`config.mk`:
```
export PLATFORM = sky130hd
export DESIGN_NAME = regfile_ctrl
export DESIGN_NICKNAME = d
export VERILOG_FILES = /design/src/rtl/risk_pkg.sv /design/src/rtl/rr_arb2.sv /design/src/rtl/regfile_ctrl.sv
export SDC_FILE = /design/constraint.sdc
export NUM_CORES = 1
export LEC_CHECK = 0
export BUFFER_PORTS_ARGS = -buffer_cell sky130_fd_sc_hd__buf_2
export CORE_UTILIZATION = 26
export DETAILED_ROUTE_END_ITERATION = 6
export SLEW_MARGIN = 15
export SYNTH_ARGS = -nofsm -noshare
export SYNTH_HDL_FRONTEND = slang
export SYNTH_SLANG_ARGS = --single-unit
```
`constraint.sdc`:
```
create_clock -name clk -period 2.64 [get_ports clk]
set_input_delay 0.528 -clock clk [delete_from_list [all_inputs] [get_ports clk]]
set_output_delay 0.528 -clock clk [all_outputs]
set_load 0.02 [all_outputs]
```
`src/rtl/risk_pkg.sv`:
```
// Shared constants for the register-file controller and its arbiter.
package risk_pkg;

    localparam int XLEN = 32;   // data width
    localparam int NREG = 32;   // architectural registers, x0 hardwired zero
    localparam int SELW = 5;    // register select width, log2(NREG)

    // Round-robin pointer encoding: which side wins the next contested cycle.
    localparam logic GNT_A = 1'b0;
    localparam logic GNT_B = 1'b1;

endpackage

```
`src/rtl/rr_arb2.sv`:
```
// Two-way round-robin arbiter. req[0]/gnt[0] is side A, req[1]/gnt[1] is side B.
// A lone requester always wins; the pointer only moves after a contested grant,
// and then moves to the side that lost.
module rr_arb2
    import risk_pkg::*;
(
    input  logic       clk,
    input  logic       rst,
    input  logic [1:0] req,
    output logic [1:0] gnt
);

    logic ptr_q;

    // Grant: uncontested requests pass straight through, contested ones follow the pointer.
    always_comb begin
        gnt = 2'b00;
        if (req == 2'b11) begin
            gnt = (ptr_q == GNT_A) ? 2'b01 : 2'b10;
        end else begin
            gnt = req;
        end
    end

    // Pointer: hand priority to the other side after every contested grant.
    always_ff @(posedge clk or posedge rst) begin
        if (rst) begin
            ptr_q <= GNT_A;
        end else if (req == 2'b11) begin
            ptr_q <= (ptr_q == GNT_A) ? GNT_B : GNT_A;
        end
    end

endmodule

```
`src/rtl/regfile_ctrl.sv`:
```
// Register-file controller: arbitrates the single write port between the ALU (A)
// and load unit (B) writebacks, and holds decode reads off registers that have
// an outstanding claimed writeback (busy scoreboard).
//
// Handshakes: every *_ready is a same-cycle combinational answer to its *_valid.
// A transfer happens in a cycle where valid and ready are both 1; ready is never
// 1 without valid. Requesters hold their request until they see ready.
module regfile_ctrl
    import risk_pkg::*;
(
    input  logic            clk,
    input  logic            rst,
    input  logic            a_valid,
    input  logic [SELW-1:0] a_sel,
    input  logic [XLEN-1:0] a_data,
    output logic            a_ready,
    input  logic            b_valid,
    input  logic [SELW-1:0] b_sel,
    input  logic [XLEN-1:0] b_data,
    output logic            b_ready,
    input  logic            claim_valid,
    input  logic [SELW-1:0] claim_sel,
    output logic            claim_ready,
    input  logic            rq_valid,
    input  logic [SELW-1:0] rq_sel1,
    input  logic [SELW-1:0] rq_sel2,
    output logic            rq_ready,
    output logic            rsp_valid,
    output logic            rf_wr,
    output logic [SELW-1:0] rf_selwr,
    output logic [XLEN-1:0] rf_in,
    output logic            rf_rd,
    output logic [SELW-1:0] rf_selrd1,
    output logic [SELW-1:0] rf_selrd2
);

    // Bit 0 is kept at 0 so x0 never blocks anything.
    logic [NREG-1:0] busy_q;
    logic [NREG-1:0] busy_nxt;
    logic [1:0]      gnt;
    logic            wr_hit;

    rr_arb2 u_arb (
        .clk (clk),
        .rst (rst),
        .req ({b_valid, a_valid}),
        .gnt (gnt)
    );

    // Write port: route the winner, drop writes to x0, default to A's inputs.
    always_comb begin
        a_ready  = gnt[0];
        b_ready  = gnt[1];
        rf_selwr = a_sel;
        rf_in    = a_data;
        if (gnt[1]) begin
            rf_selwr = b_sel;
            rf_in    = b_data;
        end
        rf_wr = (gnt[0] || gnt[1]) && (rf_selwr != '0);
    end

    // Read gating: no bypass, so a read colliding with this cycle's write waits a cycle.
    always_comb begin
        wr_hit      = rf_wr && ((rf_selwr == rq_sel1) || (rf_selwr == rq_sel2));
        rq_ready    = rq_valid && !busy_q[rq_sel1] && !busy_q[rq_sel2] && !wr_hit;
        rf_rd       = rq_ready;
        rf_selrd1   = rq_sel1;
        rf_selrd2   = rq_sel2;
        claim_ready = claim_valid && !busy_q[claim_sel];
    end

    // Scoreboard update: writeback clears first, an accepted claim then sets, so a
    // claim landing with a write to the same free register leaves it busy.
    always_comb begin
        busy_nxt = busy_q;
        if (rf_wr) begin
            busy_nxt[rf_selwr] = 1'b0;
        end
        if (claim_ready) begin
            busy_nxt[claim_sel] = 1'b1;
        end
        busy_nxt[0] = 1'b0;
    end

    // Scoreboard state register.
    always_ff @(posedge clk or posedge rst) begin
        if (rst) begin
            busy_q <= '0;
        end else begin
            busy_q <= busy_nxt;
        end
    end

    // Read response valid, aligned with the register file's registered outputs.
    always_ff @(posedge clk or posedge rst) begin
        if (rst) begin
            rsp_valid <= 1'b0;
        end else begin
            rsp_valid <= rq_ready;
        end
    end

endmodule
```
=== Yosys cells after proc, flatten, opt, wreduce, memory -nomap -nowiden ===
Cells that the tools add are included.

* Bitwise operators: 3
* $lt $le $gt $ge: 6
* Reduce and logical (&&, ||, !) cells: 15
* Muxes and demuxes: 17
* Equality and inequality tests: 3

{| class="wikitable"
|+ Operators by type and width
! kind !! number
|-
| $mux 32 || 3
|-
| $and 32x32->32 || 1
|-
| $not 32->32 || 1
|-
| $or 32x32->32 || 1
|-
| $lt 5x6->1 const B || 4
|-
| $bmux 1 s5 || 3
|-
| $demux 1 s5 || 2
|-
| $eq 5x5->1 || 2
|-
| $ge 5x1->1 const B || 2
|-
| $logic_and 1x1->1 || 8
|-
| $mux 1 || 6
|-
| $mux 5 || 1
|-
| $reduce_bool 5->1 || 1
|-
| $logic_not 1->1 || 4
|-
| $mux 2 || 2
|-
| $eq 2x2->1 const B || 1
|-
| $logic_or 1x1->1 || 2
|}

* Register bits after elaboration: 33
* Input port bits: 95
* Word-level logic and storage cells: 47
* Output and inout bits: 54

=== Depth between registers and ports, before layout ===
* Word-level depth: 12
* Depth in mapped cells: 10
* Gate-level depth less buffers: 8

=== Hierarchy ===
From an unflattened synthesis, not the netlist that was laid out.

* Cell total of the unflattened synthesis: 297
* Area total of the unflattened synthesis: 2935.3 um^2

{| class="wikitable"
|+ Modules (own cells, without submodules)
! module !! cells an instance !! area an instance (um^2) !! instances !! sequential area each (um^2)
|-
| regfile_ctrl || 290 || 2875.3 || 1 || 800.8
|-
| rr_arb2 || 7 || 60.1 || 1 || 25.0
|}

=== Least setup slack after synthesis ===
OpenSTA, ideal clock, no wires.

* Path type: input-to-output
* Start point: in a_valid
* End point: out rq_ready
* Arrival: 2716 ps
* Path buffers: 2
* Data required time: 2112 ps
* Cell stages on the path: 9
* Slack: -604 ps
* Cell sequence: inv_1 -> o21ai_4 -> buf_6 -> mux2i_4 -> inv_2 -> nor3_2 -> a31oi_1 -> a21oi_1 -> buf_4

* Word-level cells in the longest chain between the ends: 8
* Elaborated cells on any way between the ends: 12
* Those cells by class: eq/ne: 3; mux: 2; reduce/logical: 7

{| class="wikitable"
|+ Ends and longest elaborated chain
! what !! line !! RTL
|-
| start, declared || regfile_ctrl.sv:13 || <nowiki>input logic a_valid,</nowiki>
|-
| $eq 2x2->1 || rr_arb2.sv:18 || <nowiki>if (req == 2'b11) begin</nowiki>
|-
| $mux 2 || rr_arb2.sv:18 ||
|-
| $mux 5 || regfile_ctrl.sv:56 || <nowiki>if (gnt[1]) begin</nowiki>
|-
| net rf_selwr[2] || regfile_ctrl.sv:30 || <nowiki>output logic [SELW-1:0] rf_selwr,</nowiki>
|-
| $reduce_bool 5->1 || regfile_ctrl.sv:60 || <nowiki>rf_wr = (gnt[0] || gnt[1]) && (rf_selwr != '0);</nowiki>
|-
| $logic_and 1x1->1 || regfile_ctrl.sv:60 ||
|-
| net rf_wr || regfile_ctrl.sv:29 || <nowiki>output logic rf_wr,</nowiki>
|-
| $logic_and 1x1->1 || regfile_ctrl.sv:65 || <nowiki>wr_hit = rf_wr && ((rf_selwr == rq_sel1) || (rf_selwr == rq_sel2));</nowiki>
|-
| $logic_not 1->1 || regfile_ctrl.sv:66 || <nowiki>rq_ready = rq_valid && !busy_q[rq_sel1] && !busy_q[rq_sel2] && !wr_hit;</nowiki>
|-
| $logic_and 1x1->1 || regfile_ctrl.sv:66 ||
|-
| end, declared || regfile_ctrl.sv:27 || <nowiki>output logic rq_ready,</nowiki>
|}

The timed path passes the listed nets, and every way through them passes these cells.

=== Final worst setup path ===
* Start point: reg busy_q[15]
* End point: out claim_ready

* Word-level cells in the longest chain between the ends: 4

{| class="wikitable"
|+ Ends and longest elaborated chain
! what !! line !! RTL
|-
| start, declared || regfile_ctrl.sv:38 || <nowiki>logic [NREG-1:0] busy_q;</nowiki>
|-
| start signal, assigned || regfile_ctrl.sv:91 || <nowiki>busy_q <= busy_nxt;</nowiki>
|-
| $bmux 1 s5 || regfile_ctrl.sv:70 || <nowiki>claim_ready = claim_valid && !busy_q[claim_sel];</nowiki>
|-
| $mux 1 (implied by the code) || regfile_ctrl.sv:70 ||
|-
| $logic_not 1->1 || regfile_ctrl.sv:70 ||
|-
| $logic_and 1x1->1 || regfile_ctrl.sv:70 ||
|-
| end, declared || regfile_ctrl.sv:23 || <nowiki>output logic claim_ready,</nowiki>
|}

Every way passes these cells. The select of a mux whose other input is x is not followed.

==> reports/metrics.csv <==
stage,metric,value,unit
status,status,"finished, violations left",
status,failing checks,"DRC, setup timing",
clock_network,H-tree Lvls,2,
placement,PortBufs,148,
synthesis,Syn Inst Count,382,
sta,Min Hold Slack,0.342,ns
sta,RSZ-0062 raised after global routing,true,
power_and_ir_drop,leakage,2.31,nW
worst_setup_path,Worst Path Buf+Inv,2,
clock_network,worst skew pair latency,0.28,ns
cells_and_area,fin area,0.00466,mm2
power_and_ir_drop,combinational cell fraction of total power,52.1,%
power_and_ir_drop,PwrDens,706,mW/mm2
worst_setup_path,Slowest cell on crit path,mux4_2,
worst_setup_path,crit path DAT,2.23,ns
worst_setup_path,worst-path fanout max,3,
synthesis,Yosys reg bits,33,
route,antenna-violating nets left,0,
run,# Max-Cap Violations,0,
grt,overall routing resource usage,19.8,%
sta,"Hold Violations, Final",0,
floorplan,Core Region,0.0115,mm2
grt,largest net degree at the start of global routing,34,
worst_setup_path,critical path class,flop to output port,
route,# DRC,40,
floorplan,Ports,149,
placement,Post-DP Area,0.00418,mm2
cells_and_area,nets,657,
placement,detailed placer's ending HPWL,9390,um
floorplan,Die X,111,um
sta,max_slew headroom,45.0,%
synthesis,Post-Syn Area per Cell,8.08,um2
sta,Worst Skew,0.00379,ns
cells_and_area,"commonest non-fill, non-tap cell in the layout",buf_2,
sta,Final WS setup,-0.122,ns
cells_and_area,most frequent cells in the layout,"buf_2 (140), nand2_1 (134), buf_4 (53)",
sta,slew of the pin with the lowest slew margin,0.819,ns
worst_setup_path,Crit path top cell by count,a21oi_2,
route,vias per std cell,5.07,
worst_setup_path,startpoint class of the critical path,flop,
synthesis,Yosys Warn Count,0,
route,routed wire length,12000,um
worst_setup_path,CP Capture Type,output port,
grt,first-pass GRT wire length,18800,um
synthesis,Post-synth EDFFs,0,
sta,fin crit share,105,%
route,post-DR wirelength/cell,17.0,um
worst_setup_path,critical path's largest stage delay,0.49,ns
synthesis,Post-Synth XOR/XNOR Area,2.55,%
worst_setup_path,Worst R2R End,busy_q[20],
route,DRT Pass-1 Iters,6,
power_and_ir_drop,Sw Share,39.6,%
clock_network,CTS Root Buffer Type,clkbuf_16,
worst_setup_path,worst-case reg-to-reg path depth,10,
clock_network,Clock Path Buffers,2,
clock_network,CTS Sinks,33,
synthesis,post-synthesis mux area share,21.2,%
power_and_ir_drop,net switching power figure,1.30,mW
synthesis,Synth Flop Type,dfrtp_1,
worst_setup_path,Worst Path Required,2.11,ns
power_and_ir_drop,clock power share,18.6,%
sta,f_max,0.362,GHz
worst_setup_path,"delay-heaviest family, CP",multiplexers,
floorplan,Starting Density,26.8,%
synthesis,adder-cell area share of the yosys netlist,0,%
sta,setup tns final,-0.289,ns
clock_network,clock slew at reported path FFs,0.05,ns
cells_and_area,diode count,0,
power_and_ir_drop,sequential share of power,29.3,%
synthesis,"FFs w/ async S/R, synth",100,%
sta,final slew viol count,0,
synthesis,Post-Synth Simple-Gate Area,25.8,%
worst_setup_path,reg2reg start,u_arb.ptr_q,
floorplan,die area,0.0123,mm2
synthesis,Synthesized Nets,477,
floorplan,die height,111,um
clock_network,"Hold-fix buffers, CTS",0,
sta,crit path time final,2.76,ns
floorplan,row count,39,
synthesis,Synth Area in Compound Gates,15.4,%
route,vias,3579,
worst_hold_path,Hold WC Path Type,input port to async pin,
synthesis,main combinational cell family by area after synthesis,simple AND/OR/NAND/NOR gates,
grt,initial antenna violation count,0,
clock_network,CTS Buf Count,5,
power_and_ir_drop,VDD IR max,293,uV
worst_setup_path,crit-path cells,buf_6 > mux4_2 > mux2_4 > a21oi_2 > a21oi_2 > a311oi_2 > buf_4,
worst_setup_path,r2r setup slk,0.18,ns
clock_network,CTS tree,yes,
power_and_ir_drop,Power Total,3.29,mW
synthesis,"Seq/Total Area, Yosys",26.7,%
cells_and_area,layout cells sized above 1,48.0,%
grt,number of global-route vias before repair,3578,
synthesis,Cell variety after synth,49,
placement,placed cell count,680,
synthesis,Post-Syn Area,0.00309,mm2
route,initial DRC count,272,
placement,Final GP Congestion,0.890,
grt,GRT overflow,0,
power_and_ir_drop,P_int,1.99,mW
cells_and_area,Final Non-Filler Cells,706,
cells_and_area,P&R area growth vs syn,50.9,%
sta,final setup fails,3,
[worst reg2reg max path, cell delays in order, from the launching register on]
cell,delay (ns)
dfrtp_1,0.40
o21ai_4,0.17
buf_12,0.17
buf_8,0.12
mux2i_4,0.28
buf_4,0.15
buf_6,0.12
inv_2,0.04
or3_1,0.52
nand2b_1,0.21
a22o_1,0.17
[stage by stage]
step / setup WS (ns) / util, %
final: -0.122 / 40.5
after global routing: -0.194 / 40.5
after CTS: -0.126 / 39.9
after detailed placement: -0.206 / 36.3
after global placement: -0.211 / 36.3
after floorplan: -0.141 / -
[state kept, by name, summed over array words and instances, names as in the netlist]
name / flops
busy_q: 31
u_arb.ptr_q: 1
rsp_valid: 1
[power groups by stage]
stage,Combinational [mW],Clock (mW),Sequential [mW]
after floorplan,1.03,0,0.839
after global placement,1.47,0,0.949
after detailed placement,1.48,0,0.966
after CTS,1.68,0.619,0.949
after global routing,1.85,0.636,0.985
final,1.71,0.613,0.963
[cell type report]
cell class / count / area (um2)
clock inverter: 1 / 5.00
tap: 143 / 179
sequential: 33 / 827
inverter: 14 / 72.6
fill: 1143 / 6860
timing repair buffer: 207 / 1290
clock buffer: 7 / 153
multi-input combinational: 301 / 2130
[cells by family after synthesis]
group                  Yosys count
AO/OA/AOI/OAI                   69
buffers and inverters           48
flip-flops                      33
XOR/XNOR                         9
AND/OR/NAND/NOR                188
multiplexers                    35
[metal layers]
layer  part of all wire (%)  vias up  GRT usage, %  wire length, um
li1                       -     1686             -                -
met1                     37     1683          22.0             4490
met2                     51      176          36.2             6160
met3                    6.9       34          3.44              824
met4                    4.4        0          9.86              529
met5                      0        -             0                0
[repair_timing]
item / CTS / global route
endpoints found under the hold margin: 0 / 0
resized for setup: 30 / 10
setup buffers: 16 / 2
cloned: 1 / 0
pin swaps: 8 / 2
setup endpoints to repair: 4 / 4
[Yosys cell counts (4+ instances only)]
cell      count  share of area [%]
mux2_2        5                1.8
clkbuf_1     17                2.1
nor3_1        6               0.97
buf_6         4                1.5
buf_4        11                2.7
nand2_1     134                 16
dfrtp_1      33                 27
nand2b_1      4               0.81
inv_2         4               0.49
xnor2_1       7                2.0
nor2b_1       9                1.8
o31ai_1       6                1.5
a21oi_1       7                1.1
nor2_1       17                2.1
nand3_1       5               0.81
o21ai_0      23                3.7
mux2i_1       4                1.3
inv_1         9                1.1
mux4_2       21                 15
a22o_1       15                4.3
[worst max-delay path by stage]
stage / startpoint / endpoint / slack, ns / cells after the start
global route: busy_q[15] / claim_ready / -0.19 / 7
finish: busy_q[15] / claim_ready / -0.12 / 7
global placement: rq_sel2[0] / rq_ready / -0.21 / 9
detailed placement: rq_sel1[0] / rq_ready / -0.21 / 9
CTS: busy_q[15] / claim_ready / -0.13 / 7
floorplan: a_valid / rq_ready / -0.14 / 9
Note: power is estimated with default switching activity, not from simulation.
